$ cat src/rtl/im_loader.sv
// Instruction-memory image loader: takes a length-prefixed big-endian byte stream,
// assembles 32-bit words, writes them to instruction memory and holds the CPU until done.
module im_loader #(
  parameter int ADDR_W    = 8,
  parameter bit HOLD_IDLE = 1'b0
) (
  input  logic        clock,
  input  logic        reset,
  input  logic        load_start,
  input  logic        byte_valid,
  input  logic [7:0]  byte_data,
  output logic        byte_ready,
  output logic        im_we,
  output logic [31:0] im_addr,
  output logic [31:0] im_wdata,
  output logic        cpu_hold,
  output logic        done,
  output logic        err
);

  typedef enum logic [2:0] {
    S_IDLE,
    S_LEN_HI,
    S_LEN_LO,
    S_DATA,
    S_WRITE,
    S_DONE,
    S_ERR
  } state_t;

  localparam logic [31:0]     DEPTH   = 32'd1 << ADDR_W;
  localparam logic [ADDR_W:0] IDX_ONE = {{ADDR_W{1'b0}}, 1'b1};

  state_t            state_reg, state_next;
  logic [15:0]       len_reg, len_next;
  logic [ADDR_W:0]   idx_reg, idx_next;
  logic [1:0]        cnt_reg, cnt_next;
  logic [31:0]       word_reg, word_next;
  logic [15:0]       len_full;
  logic              xfer;

  // byte_ready is decoded from state alone, so xfer never feeds back into byte_ready.
  assign xfer     = byte_valid && byte_ready;
  assign len_full = {len_reg[15:8], byte_data};

  always_ff @(posedge clock) begin
    if (!reset) begin
      state_reg <= S_IDLE;
      len_reg   <= '0;
      idx_reg   <= '0;
      cnt_reg   <= '0;
      word_reg  <= '0;
    end else begin
      state_reg <= state_next;
      len_reg   <= len_next;
      idx_reg   <= idx_next;
      cnt_reg   <= cnt_next;
      word_reg  <= word_next;
    end
  end

  always_comb begin
    state_next = state_reg;
    len_next   = len_reg;
    idx_next   = idx_reg;
    cnt_next   = cnt_reg;
    word_next  = word_reg;
    case (state_reg)
      S_IDLE, S_DONE, S_ERR: begin
        if (load_start) begin
          state_next = S_LEN_HI;
        end
      end
      S_LEN_HI: begin
        if (xfer) begin
          len_next   = {byte_data, 8'h00};
          state_next = S_LEN_LO;
        end
      end
      S_LEN_LO: begin
        if (xfer) begin
          len_next = len_full;
          idx_next = '0;
          cnt_next = '0;
          if (len_full == 16'd0) begin
            state_next = S_DONE;
          end else if ({16'd0, len_full} > DEPTH) begin
            state_next = S_ERR;
          end else begin
            state_next = S_DATA;
          end
        end
      end
      S_DATA: begin
        if (xfer) begin
          // Shifting left leaves the first byte of the word in [31:24].
          word_next = {word_reg[23:0], byte_data};
          cnt_next  = cnt_reg + 2'd1;
          if (cnt_reg == 2'd3) begin
            state_next = S_WRITE;
          end
        end
      end
      S_WRITE: begin
        if (32'(idx_reg) + 32'd1 == {16'd0, len_reg}) begin
          state_next = S_DONE;
        end else begin
          idx_next   = idx_reg + IDX_ONE;
          state_next = S_DATA;
        end
      end
      default: begin
        state_next = S_IDLE;
      end
    endcase
  end

  always_comb begin
    byte_ready = 1'b0;
    im_we      = 1'b0;
    done       = 1'b0;
    err        = 1'b0;
    cpu_hold   = 1'b1;
    case (state_reg)
      S_IDLE:   cpu_hold   = HOLD_IDLE;
      S_LEN_HI: byte_ready = 1'b1;
      S_LEN_LO: byte_ready = 1'b1;
      S_DATA:   byte_ready = 1'b1;
      S_WRITE:  im_we      = 1'b1;
      S_DONE: begin
        done     = 1'b1;
        cpu_hold = 1'b0;
      end
      S_ERR:    err        = 1'b1;
      default:  cpu_hold   = 1'b1;
    endcase
  end

  assign im_addr  = 32'({idx_reg, 2'b00});
  assign im_wdata = word_reg;

endmodule

$ cat config.mk
export PLATFORM = sky130hd
export DESIGN_NAME = im_loader
export DESIGN_NICKNAME = d
export VERILOG_FILES = /design/src/rtl/im_loader.sv
export SDC_FILE = /design/constraint.sdc
export NUM_CORES = 1
export LEC_CHECK = 0
export ABC_AREA = 1
export ABC_CLOCK_PERIOD_IN_PS = 1850
export BUFFER_PORTS_ARGS = -buffer_cell sky130_fd_sc_hd__clkbuf_2
export CAP_MARGIN = 20
export CORE_MARGIN = 10
export CORE_UTILIZATION = 47
export DETAILED_ROUTE_END_ITERATION = 12
export PLACE_DENSITY_LB_ADDON = 0.12
export SLEW_MARGIN = 20
export SYNTH_ARGS = -nofsm -noshare
export SYNTH_HDL_FRONTEND = slang
export SYNTH_SLANG_ARGS = --single-unit
$ cat constraint.sdc
create_clock -name clock -period 1.85 [get_ports clock]
set_input_delay 0.0925 -clock clock [delete_from_list [all_inputs] [get_ports clock]]
set_output_delay 0.0925 -clock clock [all_outputs]
set_load 0.1 [all_outputs]
Word-level counts from Yosys, hierarchy flattened
Cells that the tools add are included.
{"block": "op_classes", "n_addsub": 3, "magnitude_cmp": 1, "eq_ne": 14, "muxes": 23, "bitwise": 1, "n_reduce_logical": 15}
{"cell": "$pmux W16 S2", "count": 1}
{"cell": "$mux W3", "count": 8}
{"cell": "$mux W9", "count": 2}
{"cell": "$pmux W9 S2", "count": 1}
{"cell": "$eq A10 B16 Y1", "count": 1}
{"cell": "$gt A16 B9 Y1 const B", "count": 1}
{"cell": "$logic_not A16 Y1", "count": 1}
{"cell": "$mux W16", "count": 1}
{"cell": "$pmux W3 S5", "count": 1}
{"cell": "$ne A2 B2 Y1 const B", "count": 6}
{"cell": "$reduce_and A3 Y1", "count": 4}
{"cell": "$add A9 B1 Y10 const B", "count": 1}
{"cell": "$add A9 B1 Y9 const B", "count": 1}
{"cell": "$eq A3 B3 Y1 const B", "count": 3}
{"cell": "$mux W8", "count": 1}
{"cell": "$eq A3 B2 Y1 const B", "count": 2}
{"cell": "$reduce_bool A2 Y1", "count": 3}
{"cell": "$reduce_or A3 Y1", "count": 2}
{"cell": "$mux W1", "count": 5}
{"cell": "$reduce_and A5 Y1", "count": 1}
{"cell": "$mux W2", "count": 2}
{"cell": "$pmux W2 S2", "count": 1}
{"cell": "$eq A3 B1 Y1 const B", "count": 1}
{"cell": "$logic_not A3 Y1", "count": 1}
{"cell": "6 further kinds", "count": 6}
{"block": "word_totals", "regBits": 62, "word_cells": 63}

Longest topological paths before layout
Gate-level depths: netlist of run 1.
{"block": "logic_depth", "word_depth": 6, "depth_mapped": 15, "ltp_nobuf": 15}

Worst setup path after synthesis of run 1
No wires, ideal clock.
{"block": "synth_path", "path_type": "register to register", "from": "reg state_reg[0]", "to": "reg state_reg[0]", "t_arrival_ns": 3.322, "required_ns": 1.780, "slack_ns": -1.542, "path_stages_with_launch": 10, "n_path_buf": 0, "path_cell_list": "dfxtp_1 nor2_1 nor2_1 o21bai_1 nand2_1 nand2_1 nand2_1 inv_1 o21ai_0 a21oi_1"}
{"block": "synth_via", "elab_chain_cells": 6}
{"item": "start, declared", "line_no": "34", "text": "state_t state_reg, state_next;"}
{"item": "start signal, assigned", "line_no": "54", "text": "state_reg <= state_next;"}
{"item": "$eq A3 B1 Y1 or $eq A3 B2 Y1 (tied branches)", "line_no": "124", "text": "case (state_reg)"}
{"item": "$reduce_or A3 Y1 (no source line) (*)"}
{"item": "$mux W1 (*)", "line_no": "124"}
{"item": "net byte_ready", "line_no": "12", "text": "output logic byte_ready,"}
{"item": "$logic_and A1 B1 Y1 (*)", "line_no": "43", "text": "assign xfer = byte_valid && byte_ready;"}
{"item": "$ne A2 B2 Y1 (no source line)"}
{"item": "$reduce_and A5 Y1 (no source line) (*)"}
Mark *: on every way through the listed nets, which the timed path passes. The rest lies on a longest branch.
A chain may end at the register's enable or synchronous reset.

Worst setup path after layout of run 1
{"block": "layout_path", "from": "reg idx_reg[0]", "to": "reg idx_reg[2]"}
{"block": "layout_via", "elab_chain_cells": 4}
{"item": "start, declared", "line_no": "36", "text": "logic [ADDR_W:0] idx_reg, idx_next;"}
{"item": "start signal, assigned", "line_no": "56", "text": "idx_reg <= idx_next;"}
{"item": "$add A9 B1 Y10", "line_no": "105", "text": "if (32'(idx_reg) + 32'd1 == {16'd0, len_reg}) begin"}
{"item": "$eq A10 B16 Y1", "line_no": "105"}
{"item": "$ne A2 B2 Y1 (no source line)"}
{"item": "$reduce_and A3 Y1 (no source line)"}
Several ways; a longest one is shown, not always the timed one. The select of a mux whose other input is x is not followed.

==> impl_metrics.csv, run 1 <==
group,metric,value,unit
run_status,status,"completed",
setup_path,crit_path_max_fanout,9,
clocking,h-tree-depth,3,
setup_path,start_kind,"flip-flop",
clocking,clock_latency,340,ps
die,start_util,0.484,
sta,fin_hold_ws,32.7,ps
sta,max_clock_freq,0.551,GHz
clocking,clockBufferDepth,2,
power,pwr-share-clk,0.284,
sta,fin_skew,6.40,ps
drt,wl,8130,um
die,die_h,101,um
setup_path,path_class,"flip-flop to flip-flop",
layout,area.growth.synth_to_final,24.1,%
yosys,syn_area,3050,um2
drt,viasPerCell,4.93,
layout,antennaDiodeCount,0,
yosys,seq_area_frac_synth,0.406,
drt,drt-initial-drc-count,169,
power,switching_share,0.463,
placed_design,io_buffers,57,
die,ioPinCount,81,
placed_design,placed_cell_area,3490,um2
die,core-area,6310,um2
sta,worst-slew-pin-transition,559,ps
power,irDropWorstVdd,0.831,mV
clocking,cts_tree,"yes",
placed_design,place.gp.congestion,0.890,
global_routing,antenna_found_initial,0,
yosys,syn_avg_cell_area,6.83,um2
yosys,netlist_instances,447,
layout,finalInstanceArea,3790,um2
layout,layout-drive-gt1-share,0.256,
sta,rsz0062_at_grt,"yes",
yosys,synth_ff_type,"dfxtp_1",
drt,drt.antenna.violating_nets,0,
layout,final_common_cell,"nor2_1",
sta,hold_viol,0,
sta,setup_viol,0,
drt,vias,2936,
setup_path,crit_arrival,2090,ps
setup_path,crit_path_end_kind,"flip-flop",
setup_path,crit_chain,"ha_4, nand2_4, nor2_4, nand3_1, nand3_1, nand3_2, nor2_4, nand3_4, nand2_8, nand2_8, nand2_1, nand2_1, nor2_1",
sta,fin_crit,1810,ps
drt,wl_per_cell,13.6,um
layout,mostFrequentLayoutCells,"nor2_1 (95), nand2_1 (81), clkbuf_2 (55)",
flow_run,cap_violations,0,
drt,dr.pass1.iters,4,
global_routing,grt_pass1_wl,13600,um
die,die_w,101,um
global_routing,grt-ovfl-total,0,
clocking,cts_root_buf,"clkbuf_8",
die,dieArea,10100,um2
power,p_switching,0.00247,W
power,p_per_area,1410,nW/um2
die,fp-row-count,29,
clocking,cts_made_buffers,9,
clocking,clk_pin_slew,80,ps
global_routing,grt_pass1_vias,2852,
hold_path,hp-class,"primary input to flip-flop",
yosys,synth_edf_count,0,
yosys,yosysUniqueCellTypes,29,
layout,largest_reg_flops,32,
sta,period_share,0.981,
power,leakagePower,1.77,nW
clocking,cts.sinks,62,
power,combPwrFrac,0.404,
power,sequentialPowerShare,0.311,
placed_design,hpwl,6000,um
drt,drc,0,
sta,setup_tns,0,ps
power,intPower,0.00287,W
yosys,yosysWarningCount,0,
setup_path,max_stage_delay,390,ps
yosys,yosys_register_bits,62,
setup_path,slowest_stage,"dfxtp_4",
global_routing,grt_usage,0.162,
layout,nets,528,
sta,slew_headroom,0.629,
global_routing,grt_max_degree,35,
sta,slew_violations,0,
clocking,holdBufCountCts,0,
setup_path,worstPathRequired,2130,ps
yosys,async_flop_share,0,
==> area by class of cell <==
cell class,instances,area [um2]
Fill cell,612,2520
Multi-Input combinational cell,338,1660
Sequential cell,62,1270
Timing Repair Buffer,69,380
Clock inverter,7,128
Inverter,34,128
Clock buffer,9,124
Tap cell,77,96.3
==> cells by family after synthesis <==
family | Yosys count | synth area share
adder cells (fa/ha/maj) | 2 | 0.00819
buffers and inverters | 70 | 0.114
flip-flops | 62 | 0.406
AO/OA/AOI/OAI | 75 | 0.127
AND/OR/NAND/NOR | 237 | 0.343
other | 1 | 0.00123
==> critical path, delay by kind of cell, from the launching register on <==
kind          cells  cell delay (ps)
simple gates     12             1210
flops             1              390
fa+ha+maj         1              150
==> routing by layer <==
layer | wire (um) | GRT usage | vias to the layer above
li1 | - | - | 1513
met1 | 3580 | 0.198 | 1333
met2 | 3790 | 0.252 | 80
met3 | 640 | 0.0645 | 10
met4 | 115 | 0.0543 | 0
met5 | 0 | 0 | -
==> power by group through the flow <==
stage | Clock, W | Sequential, W | Combinational (W)
after floorplan | 0 | 0.00221 | 0.00126
after global placement | 0 | 0.00168 | 0.00212
after detailed placement | 0 | 0.00169 | 0.00213
after CTS | 0.00154 | 0.00166 | 0.00214
after global routing | 0.00160 | 0.00168 | 0.00231
final | 0.00152 | 0.00166 | 0.00216
==> synth_stat cells, drive strengths merged (2+ instances only) <==
cell / count / area (um2)
o21bai: 2 / 15.0
nor2: 106 / 440
dfxtp: 62 / 1240
a21oi: 28 / 140
inv: 33 / 124
buf: 24 / 176
nand2: 91 / 374
clkbuf: 12 / 45.0
nor3: 2 / 10.0
ha: 2 / 25.0
nand3b: 4 / 30.0
o21ai: 44 / 224
nand3: 31 / 173
==> path summary, 6_finish.rpt <==
path / startpoint / endpoint / slack (ps) / cells past startpoint
setup reg to reg: idx_reg[0] / idx_reg[2] / 40 / 13
hold reg to reg: len_reg[15] / len_reg[15] / 470 / 2
hold / removal: byte_data[4] / len_reg[12] / 30 / 3
setup / recovery: idx_reg[0] / idx_reg[2] / 40 / 13
==> per-stage QoR <==
stage	setup WS, ps	utilization	power, W	std cells
after floorplan	-117	-	0.00347	469
after global placement	92.1	0.552	0.00380	577
after detailed placement	38.7	0.552	0.00382	577
after CTS	11.9	0.592	0.00533	593
after global routing	-140	0.600	0.00560	596
final	35.7	0.600	0.00534	596
==> what timing repair did <==
item	CTS	global route
gates resized for setup	0	5
setup endpoints to repair	0	11
buffers inserted	0	2
No activity file was read; power rests on OpenSTA's default activity.
==> run 2: changes to the inputs <==
--- a/config.mk
+++ b/config.mk
@@ -11,7 +11,9 @@
 export CAP_MARGIN = 20
 export CORE_MARGIN = 10
 export CORE_UTILIZATION = 47
+export CTS_CLUSTER_SIZE = 25
 export DETAILED_ROUTE_END_ITERATION = 12
+export MAX_ROUTING_LAYER = met4
 export PLACE_DENSITY_LB_ADDON = 0.12
 export SLEW_MARGIN = 20
 export SYNTH_ARGS = -nofsm -noshare
==> run 2 against run 1 <==
Clock power shrank 20%; combinational power is essentially flat; register-to-register slack is essentially flat; die area is the same; global-route usage is essentially flat; hold slack is essentially flat; fmax shrank 0.48%; critical path depth grew 1; critical path type unchanged; sequential cell count is the same; power shrank 6.0%.
==> impl_metrics.csv, run 2 (synthesis gave the netlist of run 1 again) <==
group,metric,value,unit
clocking,cts_root_buf,"clkbuf_8",
layout,layout-drive-gt1-share,0.251,
clocking,clk_pin_slew,80,ps
drt,met3WireLength,634,um
clocking,cts_made_buffers,9,
layout,mostFrequentLayoutCells,"nor2_1 (94), nand2_1 (81), clkbuf_2 (55)",
setup_path,start_kind,"flip-flop",
setup_path,path_class,"flip-flop to flip-flop",
drt,highest_layer,"met4",
global_routing,grt_pass1_wl,13200,um
setup_path,crit_arrival,2090,ps
clocking,holdBufCountCts,0,
power,pwr-share-clk,0.243,
placed_design,placedCellCount,577,
layout,area.growth.synth_to_final,21.8,%
clocking,clockBufferDepth,2,
global_routing,antenna_found_initial,0,
drt,drt.antenna.violating_nets,0,
power,switching_share,0.484,
die,die_h,101,um
sta,max_clock_freq,0.549,GHz
drt,drt-initial-drc-count,149,
power,p_per_area,1350,nW/um2
drt,wl_per_cell,13.2,um
sta,slew_headroom,0.624,
layout,antennaDiodeCount,0,
drt,drc,0,
power,leakagePower,1.74,nW
clocking,clock_latency,340,ps
die,dieArea,10100,um2
sta,period_share,0.985,
setup_path,worstPathRequired,2110,ps
sta,hold_viol,0,
drt,wl_met1,3560,um
drt,vias,2937,
power,intPower,0.00259,W
placed_design,place.gp.congestion,0.896,
clocking,cts_tree,"yes",
sta,slew_violations,0,
die,fp-row-count,29,
clocking,h-tree-depth,3,
run_status,status,"completed",
drt,wl_met2,3550,um
die,ioPinCount,81,
drt,dr.pass1.iters,4,
sta,fin_skew,8.28,ps
drt,wl,7820,um
power,combPwrFrac,0.427,
power,sequentialPowerShare,0.330,
global_routing,grt_max_degree,35,
sta,finalWorstSetupSlack,27.0,ps
sta,fin_crit,1820,ps
hold_path,hp-class,"primary input to flip-flop",
sta,worst-slew-pin-transition,567,ps
drt,viasPerCell,4.94,
global_routing,grt_usage,0.161,
setup_path,crit_path_max_fanout,6,
layout,nets,526,
power,p_switching,0.00243,W
setup_path,crit_path_end_kind,"flip-flop",
sta,setup_viol,0,
placed_design,io_buffers,57,
placed_design,dp_slack,12.2,ps
layout,fillers,637,
placed_design,hpwl,5990,um
die,die_w,101,um
die,core-area,6310,um2
layout,largest_reg_flops,32,
global_routing,grt_pass1_vias,2806,
flow_run,cap_violations,0,
clocking,cts.sinks,62,
power,irDropWorstVdd,0.893,mV
die,start_util,0.484,
global_routing,grt-ovfl-total,0,
sta,rsz0062_at_grt,"yes",
layout,instances_no_fill,594,
layout,final_common_cell,"nor2_1",
-- run 2: changes by cell type in the layout (fill, tap and decap cells not counted) --
| cell | delta |
|---|---|
| bufinv_16 | -2 |
| nor2_2 | +1 |
| a21oi_2 | -2 |
| buf_4 | -1 |
| clkinv_2 | +1 |
| clkinvlp_4 | +1 |
| nand2_4 | -1 |
| nor2_1 | -1 |
| a21oi_1 | +2 |
-- run 2: routing by layer --
| metal | GRT usage | vias to the layer above |
|---|---|---|
| met5 | - | - |
| met3 | 0.0562 | 11 |
| met4 | 0.0489 | 0 |
| met2 | 0.244 | 81 |
| met1 | 0.197 | 1342 |
| li1 | - | 1503 |
-- run 2: what timing repair did --
action	CTS	global route
pin swaps	0	0
gates resized for setup	2	2
endpoints found under the setup margin	2	10
setup buffers	0	1
-- run 2: path summary, 6_finish.rpt --
kind	from	endpoint	slack [ps]	depth (start not counted)
worst min-delay path	byte_data[0]	len_reg[8]	30	3
worst max-delay path	idx_reg[0]	state_reg[2]	30	14
worst min register to register	len_reg[10]	len_reg[10]	460	2
worst max register to register	idx_reg[0]	state_reg[2]	30	14
-- run 2: final cells by class --
type / instances / area (um2) / share of cell area
Multi-Input combinational cell: 337 / 1640 / 0.442
Sequential cell: 62 / 1270 / 0.343
Timing Repair Buffer: 68 / 373 / 0.100
Inverter: 34 / 128 / 0.0343
Clock buffer: 9 / 124 / 0.0333
Tap cell: 77 / 96.3 / 0.0259
Clock inverter: 7 / 80.1 / 0.0215
-- run 2: power by group through the flow --
stage	combinational (W)	clock [W]	sequential (W)
3_5_place_dp	0.00213	0	0.00169
5_1_grt	0.00230	0.00130	0.00168
2_1_floorplan	0.00126	0	0.00221
4_1_cts	0.00215	0.00125	0.00166
6_report	0.00214	0.00122	0.00166
3_3_place_gp	0.00212	0	0.00168
-- run 2: critical path, cell delays in order (launching register included) --
cell	delay [ps]
dfxtp_4	370
ha_4	270
inv_1	40
nand2_1	40
nand2_1	60
nor2_1	90
nand2_1	50
nor2_1	90
nand3_1	120
nor2_4	140
buf_4	120
nand4_1	100
nand2_1	100
nand2_1	50
a21oi_1	120
-- run 2: stage by stage --
stage | TNS (ps) | cell area, um2 | hold slack (ps) | power (W) | util
floorplan | -659 | 3250 | 227 | 0.00347 | -
global placement | 0 | 3490 | 385 | 0.00380 | 0.552
detailed placement | 0 | 3490 | 382 | 0.00382 | 0.552
CTS | 0 | 3710 | 17.0 | 0.00505 | 0.587
global route | -897 | 3720 | 39.6 | 0.00529 | 0.589
finish | 0 | 3720 | 32.9 | 0.00502 | 0.589
==> run 3: changes to the inputs <==
--- a/config.mk
+++ b/config.mk
@@ -7,7 +7,7 @@
 export LEC_CHECK = 0
 export ABC_AREA = 1
 export ABC_CLOCK_PERIOD_IN_PS = 1850
-export BUFFER_PORTS_ARGS = -buffer_cell sky130_fd_sc_hd__clkbuf_2
+export BUFFER_PORTS_ARGS = -buffer_cell sky130_fd_sc_hd__buf_2
 export CAP_MARGIN = 20
 export CORE_MARGIN = 10
 export CORE_UTILIZATION = 47
==> run 3 against run 2 <==
Sequential share of layout area decreased by 0.29 points; die area did not move; sequential cell count unchanged; count of clock-buffer cells in the layout rose by 1; critical path type unchanged; highest routed layer unchanged.
==> impl_metrics.csv, run 3 (synthesis gave the netlist of run 1 again) <==
group,metric,value,unit
run_status,status,"completed",
setup_path,max_stage_delay,380,ps
drt,drt-initial-drc-count,221,
die,start_util,0.484,
clocking,cts.sinks,62,
global_routing,grt_usage,0.163,
setup_path,path_class,"flip-flop to flip-flop",
clocking,h-tree-depth,3,
sta,fin_skew,7.55,ps
sta,rsz0062_at_grt,"yes",
layout,mostFrequentLayoutCells,"nor2_1 (94), nand2_1 (78), buf_2 (57)",
die,fp-row-count,29,
placed_design,place.gp.congestion,0.916,
layout,instances_no_fill,595,
global_routing,antenna_found_initial,0,
die,ioPinCount,81,
layout,nets,527,
drt,viasPerCell,4.94,
sta,fin_hold_ws,50.9,ps
layout,final_common_cell,"nor2_1",
placed_design,hpwl,5940,um
sta,setup_viol,0,
setup_path,cp_common_cell,"nor2_4",
clocking,clock_latency,330,ps
placed_design,placedCellCount,576,
drt,drt.antenna.violating_nets,0,
drt,wl_per_cell,13.9,um
die,die_h,101,um
setup_path,crit_arrival,2070,ps
setup_path,crit_chain,"ha_4, nand2_4, nor2_4, nand2_1, nand2_1, and2_4, nor2_4, nor2_4, nand3_4, nand2_8, nand2_8, nor2_1, nor2_1",
clocking,cts_tree,"yes",
setup_path,worstPathRequired,2080,ps
power,p_per_area,1330,nW/um2
clocking,cts_made_buffers,9,
placed_design,dp_slack,-7.60,ps
global_routing,grt_max_degree,35,
die,dieArea,10100,um2
hold_path,hp-class,"primary input to flip-flop",
global_routing,grt_pass1_wl,13300,um
power,irDropWorstVdd,0.904,mV
clocking,cts_root_buf,"clkbuf_8",
setup_path,crit_path_max_fanout,6,
clocking,clk_pin_slew,80,ps
drt,drc,0,
die,core-area,6310,um2
drt,dr.pass1.iters,4,
power,leakagePower,1.80,nW
sta,period_share,0.992,
layout,layout-drive-gt1-share,0.266,
setup_path,slowest_stage,"dfxtp_4",
drt,vias,2938,
global_routing,grt_pass1_vias,2710,
layout,largest_reg_flops,32,
flow_run,cap_violations,0,
sta,finalWorstSetupSlack,15.5,ps
setup_path,start_kind,"flip-flop",
sta,hold_viol,0,
layout,antennaDiodeCount,0,
clocking,clockBufferDepth,2,
drt,wl,8240,um
placed_design,io_buffers,57,
sta,max_clock_freq,0.545,GHz
sta,fin_crit,1830,ps
layout,area.growth.synth_to_final,22.8,%
die,die_w,101,um
sta,slew_violations,0,
global_routing,grt-ovfl-total,0,
setup_path,crit_path_end_kind,"flip-flop",
layout,fillers,620,
run 3: changes by cell type in the layout (fill, tap and decap cells not counted), moves of 2 or more:
cell	delta
nand2_4	+2
nand2_1	-3
buf_4	-3
inv_1	-2
buf_2	+57
inv_2	+2
nand2_2	+2
clkbuf_2	-55
run 3: per-layer routing:
layer  track usage  wire length [um]
met4        0.0489                99
met2         0.242              3790
met3        0.0480               536
met1         0.209              3820
met5             -                 0
run 3: worst paths after layout:
| path | start | to | slack (ps) | cells after the start |
|---|---|---|---|---|
| max | idx_reg[1] | idx_reg[2] | 20 | 13 |
| min | byte_data[2] | len_reg[10] | 50 | 3 |
| max reg2reg | idx_reg[1] | idx_reg[2] | 20 | 13 |
| min reg2reg | len_reg[10] | len_reg[10] | 460 | 2 |
run 3: where the power goes:
group          total (W)  switching, W  leakage, nW  internal (W)
registers        0.00166      0.000169        0.509       0.00149
clock network    0.00114      0.000570       0.0981      0.000571
logic            0.00219       0.00172         1.19      0.000472
total            0.00499       0.00246         1.80       0.00254
run 3: worst max-delay path: cells and delay by family (launching register included):
family	cells	cell delay [ps]
adders and majority gates	1	160
and+or+nand+nor	12	1210
DFF	1	380
run 3: cell type report:
| type | count | area (um2) | share of cell area |
|---|---|---|---|
| multi-input cells | 339 | 1700 | 0.454 |
| flip-flops and latches | 62 | 1270 | 0.340 |
| repair buffers | 67 | 360 | 0.0961 |
| clock buffers | 10 | 149 | 0.0397 |
| inverters | 34 | 128 | 0.0340 |
| well taps | 77 | 96.3 | 0.0257 |
| clock inverters | 6 | 41.3 | 0.0110 |
run 3: stage by stage:
| stage | TNS [ps] | util | power (W) | cell area, um2 |
|---|---|---|---|---|
| floorplan | -659 | - | 0.00347 | 3250 |
| global placement | 0 | 0.550 | 0.00379 | 3470 |
| detailed placement | -7.60 | 0.550 | 0.00381 | 3470 |
| CTS | 0 | 0.580 | 0.00495 | 3660 |
| global route | -837 | 0.594 | 0.00527 | 3750 |
| finish | 0 | 0.594 | 0.00499 | 3750 |
run 3: what timing repair did:
action,4_1_cts,5_1_grt
cloned,0,2
pin swaps,0,3
resized for setup,1,14
buffers inserted,0,1
setup endpoints to repair,1,11
hold buffers,0,0
